## config.mk

```make
export PLATFORM = sky130hd
export DESIGN_NAME = mac_acc_flat
export DESIGN_NICKNAME = d
export VERILOG_FILES = /design/src/rtl/mac_acc_if.sv /design/src/rtl/mac_acc.sv /design/src/flat_wrapper.sv
export SDC_FILE = /design/constraint.sdc
export NUM_CORES = 1
export LEC_CHECK = 0
export ABC_AREA = 0
export ABC_CLOCK_PERIOD_IN_PS = 4500
export BUFFER_PORTS_ARGS = -buffer_cell sky130_fd_sc_hd__buf_2
export CAP_MARGIN = 20
export CORE_MARGIN = 1.5
export CORE_UTILIZATION = 35
export CTS_CLUSTER_SIZE = 8
export DETAILED_ROUTE_END_ITERATION = 6
export GPL_TIMING_DRIVEN = 0
export MAX_ROUTING_LAYER = met4
export PLACE_DENSITY = 0.61
export SYNTH_ARGS = -nofsm -noshare
export SYNTH_HDL_FRONTEND = slang
export SYNTH_SLANG_ARGS = --single-unit
```

## constraint.sdc

```tcl
create_clock -name clk -period 4.5 [get_ports clk]
set_clock_uncertainty 0.1 [all_clocks]
set_input_delay 0.675 -clock clk [delete_from_list [all_inputs] [get_ports clk]]
set_output_delay 0.675 -clock clk [all_outputs]
set_load 0.01 [all_outputs]
```

## src/rtl/mac_acc_if.sv

```systemverilog
// mac_acc_if: operand / result bundle for one multiply-accumulate element.
//   en, clear   : sample operands this edge / start a new dot product
//   a, b        : signed operands, IN_W bits
//   acc, ovf    : registered signed accumulator and sticky overflow flag
// master drives operands (sequencer side), slave is the MAC itself.
interface mac_acc_if #(
  parameter int IN_W  = 8,
  parameter int ACC_W = 32
);
  logic                    en;
  logic                    clear;
  logic signed [IN_W-1:0]  a;
  logic signed [IN_W-1:0]  b;
  logic signed [ACC_W-1:0] acc;
  logic                    ovf;

  modport master (output en, clear, a, b, input  acc, ovf);
  modport slave  (input  en, clear, a, b, output acc, ovf);
endinterface

```

## src/rtl/mac_acc.sv

```systemverilog
// mac_acc: signed multiply-accumulate processing element, 2-stage pipeline.
//   clk   : rising-edge clock
//   rst_n : asynchronous reset, active HIGH despite the name
//   bus   : mac_acc_if slave (en, clear, a, b in; acc, ovf out)
// Stage 1 registers the exact 2*IN_W-bit product; stage 2 adds it into the
// ACC_W-bit accumulator. Operands sampled at edge N show up in acc after N+1.
module mac_acc #(
  parameter int IN_W     = 8,
  parameter int ACC_W    = 32,
  parameter int SATURATE = 0
) (
  input  logic     clk,
  input  logic     rst_n,
  mac_acc_if.slave bus
);
  localparam int PW = 2 * IN_W;
  localparam logic signed [ACC_W-1:0] ACC_MAX = {1'b0, {(ACC_W-1){1'b1}}};
  localparam logic signed [ACC_W-1:0] ACC_MIN = {1'b1, {(ACC_W-1){1'b0}}};

  logic signed [PW-1:0]    a_x, b_x, mult;
  logic signed [PW-1:0]    prod_q, prod_d;
  logic                    vld_q, vld_d;
  logic signed [ACC_W-1:0] acc_q, acc_d;
  logic                    ovf_q, ovf_d;
  logic signed [ACC_W-1:0] prod_ext, sum;
  logic                    ovf_now;

  // Operands widened to full product width before multiplying so that
  // (-2^(IN_W-1))^2 is represented exactly.
  assign a_x  = {{IN_W{bus.a[IN_W-1]}}, bus.a};
  assign b_x  = {{IN_W{bus.b[IN_W-1]}}, bus.b};
  assign mult = a_x * b_x;

  always_comb begin
    prod_d = prod_q;
    vld_d  = bus.en;
    if (bus.en) prod_d = mult;
  end

  // Signed overflow: both addends share a sign and the sum's sign flipped.
  assign prod_ext = ACC_W'(prod_q);
  assign sum      = acc_q + prod_ext;
  assign ovf_now  = (acc_q[ACC_W-1] == prod_ext[ACC_W-1]) &&
                    (sum[ACC_W-1] != acc_q[ACC_W-1]);

  always_comb begin
    acc_d = acc_q;
    ovf_d = ovf_q;
    if (bus.clear) begin
      // Drops whatever product is in stage 2; stage 1 still captures.
      acc_d = '0;
      ovf_d = 1'b0;
    end else if (vld_q) begin
      ovf_d = ovf_q | ovf_now;
      if ((SATURATE != 0) && ovf_now)
        acc_d = acc_q[ACC_W-1] ? ACC_MIN : ACC_MAX;
      else
        acc_d = sum;
    end
  end

  always_ff @(posedge clk or posedge rst_n) begin
    if (rst_n) begin
      prod_q <= '0;
      vld_q  <= 1'b0;
      acc_q  <= '0;
      ovf_q  <= 1'b0;
    end else begin
      prod_q <= prod_d;
      vld_q  <= vld_d;
      acc_q  <= acc_d;
      ovf_q  <= ovf_d;
    end
  end

  assign bus.acc = acc_q;
  assign bus.ovf = ovf_q;
endmodule

```

## src/flat_wrapper.sv

```systemverilog
// flat-port wrapper written by rule: the top's interface ports become plain ports
module mac_acc_flat 
#(
  parameter int IN_W     = 8,
  parameter int ACC_W    = 32,
  parameter int SATURATE = 0
)
  (clk, rst_n, bus_en, bus_clear, bus_a, bus_b, bus_acc, bus_ovf);
  mac_acc_if #(.IN_W(IN_W), .ACC_W(ACC_W)) bus_i ();
  input  logic clk;
  input  logic rst_n;
  input wire logic [$bits(bus_i.en)-1:0] bus_en;
  input wire logic [$bits(bus_i.clear)-1:0] bus_clear;
  input wire logic [$bits(bus_i.a)-1:0] bus_a;
  input wire logic [$bits(bus_i.b)-1:0] bus_b;
  output wire logic [$bits(bus_i.acc)-1:0] bus_acc;
  output wire logic [$bits(bus_i.ovf)-1:0] bus_ovf;
  assign bus_i.en = bus_en;
  assign bus_i.clear = bus_clear;
  assign bus_i.a = bus_a;
  assign bus_i.b = bus_b;
  assign bus_acc = bus_i.acc;
  assign bus_ovf = bus_i.ovf;
  mac_acc #(.IN_W(IN_W), .ACC_W(ACC_W), .SATURATE(SATURATE)) u_core (.clk(clk), .rst_n(rst_n), .bus(bus_i));
endmodule
```

==> metrics <==
Int Pwr 2370 µW; Worst Setup SP bus_a[4]; largest net degree at the start of global routing 35; Flop pwr share 17.8%; Core Region 17200 µm²; clock power share 8.9%; Die Span X 136 µm; Vias 4983; RSZ-0062 raised after global routing true; Ant. Diodes 0; Mapped Area 6170 µm²; gr busiest metal met2; total track usage 17.0%; Pins Over Slew Limit 0; Clock transition at path regs 0.07 ns; Layout fillers 1767; Core Util, Final 41.8%; CTS root buffer clkbuf_16; WL final 14400 µm; DRC viols 0; Comb pwr share 73.3%; vias per cell 5.06; DR iter-0 viols 242; GPL Wtd Cong 0.889; Worst EP arrival 4.51 ns; Slew headroom 44.4%; Top cell by count, worst path fa_1; placement row count 48; Num CTS Buffers 5; die area 18400 µm²; Synth-to-Final Area Change 16.8%; Cell Count Post-Placement 969; Critical Path RT 4.59 ns; detailed-router iteration count before antenna repair 5; Psw 2240 µW; Crit path max-delay family adder cells; mean area per synthesized cell 8.93 µm²; vias in the first global route 5038; global-route wire length before repair 24600 µm; worst r2r src u_core.prod_q[15]$_DFFE_PP0P_; syn_nets 827; Setup Viol. Count Final 0; status finished clean; worst slew pin tran 0.833 ns; Power Density 639 nW/µm²; Crit-path slowest cell fa_1; ys async rst share 100%; cell with the most instances after synthesis inv_1; synthesis-stage register bit count 50; Peak VDD IR 0.238 mV; met3 GRT Util 1.45%; Max Fclk 226 MHz; reg2reg path depth 9; M1 GR Usage 22.2%; CTS Buffer Depth 2; final hold slack 0.258 ns; Tcrit/Tclk final 98.3%; Synth top cells by count inv_1, ha_1, fa_1; total grt overflow 0; number of buffers added on ports 52; Cell Area, Placed 6770 µm²; Synthesis Warnings 0; CP cell instances buf_12, and2_4, fa_1, inv_2, fa_1, inv_2, fa_1, inv_1, fa_1, inv_2, ha_4, inv_4, o21ai_4, a211oi_2, a211oi_2, nor3_2, xnor2_1, mux2_4; DP HPWL 11600 µm; hold-fix buffer count after cts 0; critical path endpoint category flop; Max-Cap Viols 0; post-route ant nets 0; post-route cell area 7210 µm²; min Tclk post-route 4.42 ns; number of synthesized flops with an enable pin 0; Final Hold Fails 0; Crit path depth 18; Top FF cell, synth dfrtp_1; Nets 895; Max H-tree Level 2; Synth area leader dfrtp_1; Avg WL per Cell 14.7 µm; count of cell types in the netlist 69; met2 usage 29.1%; switch share 48.6%; share of layout cells above drive strength 1 17.4%; CP Class input pin to flop; die height 136 µm; Crit Path Max Fanout 6; antenna violations before repair 0; share of the synthesized area in the top cell type 20.3%; CP Launch Type input pin; clk_lat worst skew 0.30 ns; worst path buffer plus inverter count 6; register area share after synthesis 20.3%; clk sinks 50; CP max stage delay 0.55 ns; I/O pin count 53; post-synthesis instance total 691; hold crit path type input pin to async pin; starting density of the core 35.8%; Leak 0.00361 µW; CTS tree built; Area contributors post-synth dfrtp_1, fa_1, ha_1; Finished Layout Cells 985
-- what timing repair did --
item / in CTS / in global routing
pin swaps: 19 / 20
gates resized for setup: 26 / 41
setup buffers: 5 / 3
setup endpoints to repair: 3 / 6
hold endpoints to repair: 0 / 0
-- per-layer routing --
| metal | routed length [µm] | vias to the layer above |
|---|---|---|
| met4 | 102 | 0 |
| met3 | 397 | 5 |
| met2 | 6930 | 78 |
| met5 | 0 | - |
| li1 | - | 2481 |
| met1 | 7020 | 2419 |
-- per-stage QoR --
step | worst slack (ns) | total power (µW) | TNS (ns)
floorplan | 0.0207 | 3270 | 0
global placement | -0.405 | 3920 | -1.65
detailed placement | -0.431 | 3980 | -1.92
CTS | 0.00287 | 4500 | 0
global route | -0.101 | 5110 | -0.310
finish | 0.0779 | 4610 | 0
-- path summary, 6_finish.rpt --
| path | to | slack [ns] |
|---|---|---|
| min | u_core.bus.acc[5]$_DFFE_PP0P_ | 0.26 |
| max | u_core.prod_q[13]$_DFFE_PP0P_ | 0.08 |
| min reg2reg | u_core.prod_q[10]$_DFFE_PP0P_ | 0.39 |
| min in group clk | u_core.vld_q$_DFF_PP0_ | 0.39 |
| max reg2reg | u_core.bus.acc[31]$_DFFE_PP0P_ | 1.25 |
| max in group asynchronous | u_core.bus.acc[30]$_DFFE_PP0P_ | 3.53 |
-- power by group through the flow --
stage	Sequential [µW]	Clock, µW	Combinational, µW
finish	821	408	3380
global route	848	436	3830
CTS	824	414	3270
detailed placement	835	0	3140
global placement	826	0	3090
floorplan	819	0	2460
-- cell families (layout without fill, tap and decap cells) --
group           after synthesis  in the layout  synth area share (%)
buf+inv                     115            184                  7.28
flops                        50             50                  20.3
simple gates                207            207                  17.2
mux                          25             25                  4.26
xor+xnor                     26             26                  3.69
compound gates              152            152                  17.0
fa+ha+maj                   116            116                  30.3
-- final cells by class --
cell class / instances / area (µm²) / area share [%]
clock inverters: 3 / 28.8 / 0.399
inverters: 102 / 385 / 5.34
flip-flops and latches: 50 / 1250 / 17.3
multi-input cells: 526 / 4650 / 64.4
well taps: 225 / 282 / 3.90
repair buffers: 61 / 428 / 5.93
clock buffers: 5 / 125 / 1.73
plain buffers: 13 / 66.3 / 0.919
-- registers in the layout, indices dropped and copies added (netlist names) --
register and flops:
u_core.bus.acc 32, u_core.vld_q 1, u_core.prod_q 16, u_core.bus.ovf 1
-- layout by cell type, fill, tap and decap left out, types with 4 or more instances in the layout --
cell	Yosys	final
buf_6	1	7
o211ai_1	6	6
and2_4	0	5
and2_1	38	33
ha_4	0	5
o21bai_1	6	6
a21oi_2	2	5
fa_1	56	55
buf_2	0	39
nand3_1	10	10
o21a_1	5	5
nand4_1	8	8
or3_1	6	6
buf_4	0	11
nand3b_1	6	6
xor2_1	5	5
clkbuf_1	8	8
dfrtp_1	50	50
a211o_1	4	4
o21ai_2	1	4
xnor2_1	21	21
ha_1	60	55
nor3_1	9	6
a211oi_1	7	5
mux2_2	9	8
clkbuf_16	0	5
o21ai_0	26	21
nand2_1	49	47
inv_2	0	8
nand2b_1	7	6
nor2_1	52	51
mux2i_1	15	15
a21oi_1	42	39
inv_1	101	92
a21o_1	24	24
(Power assumes the default switching activity.)
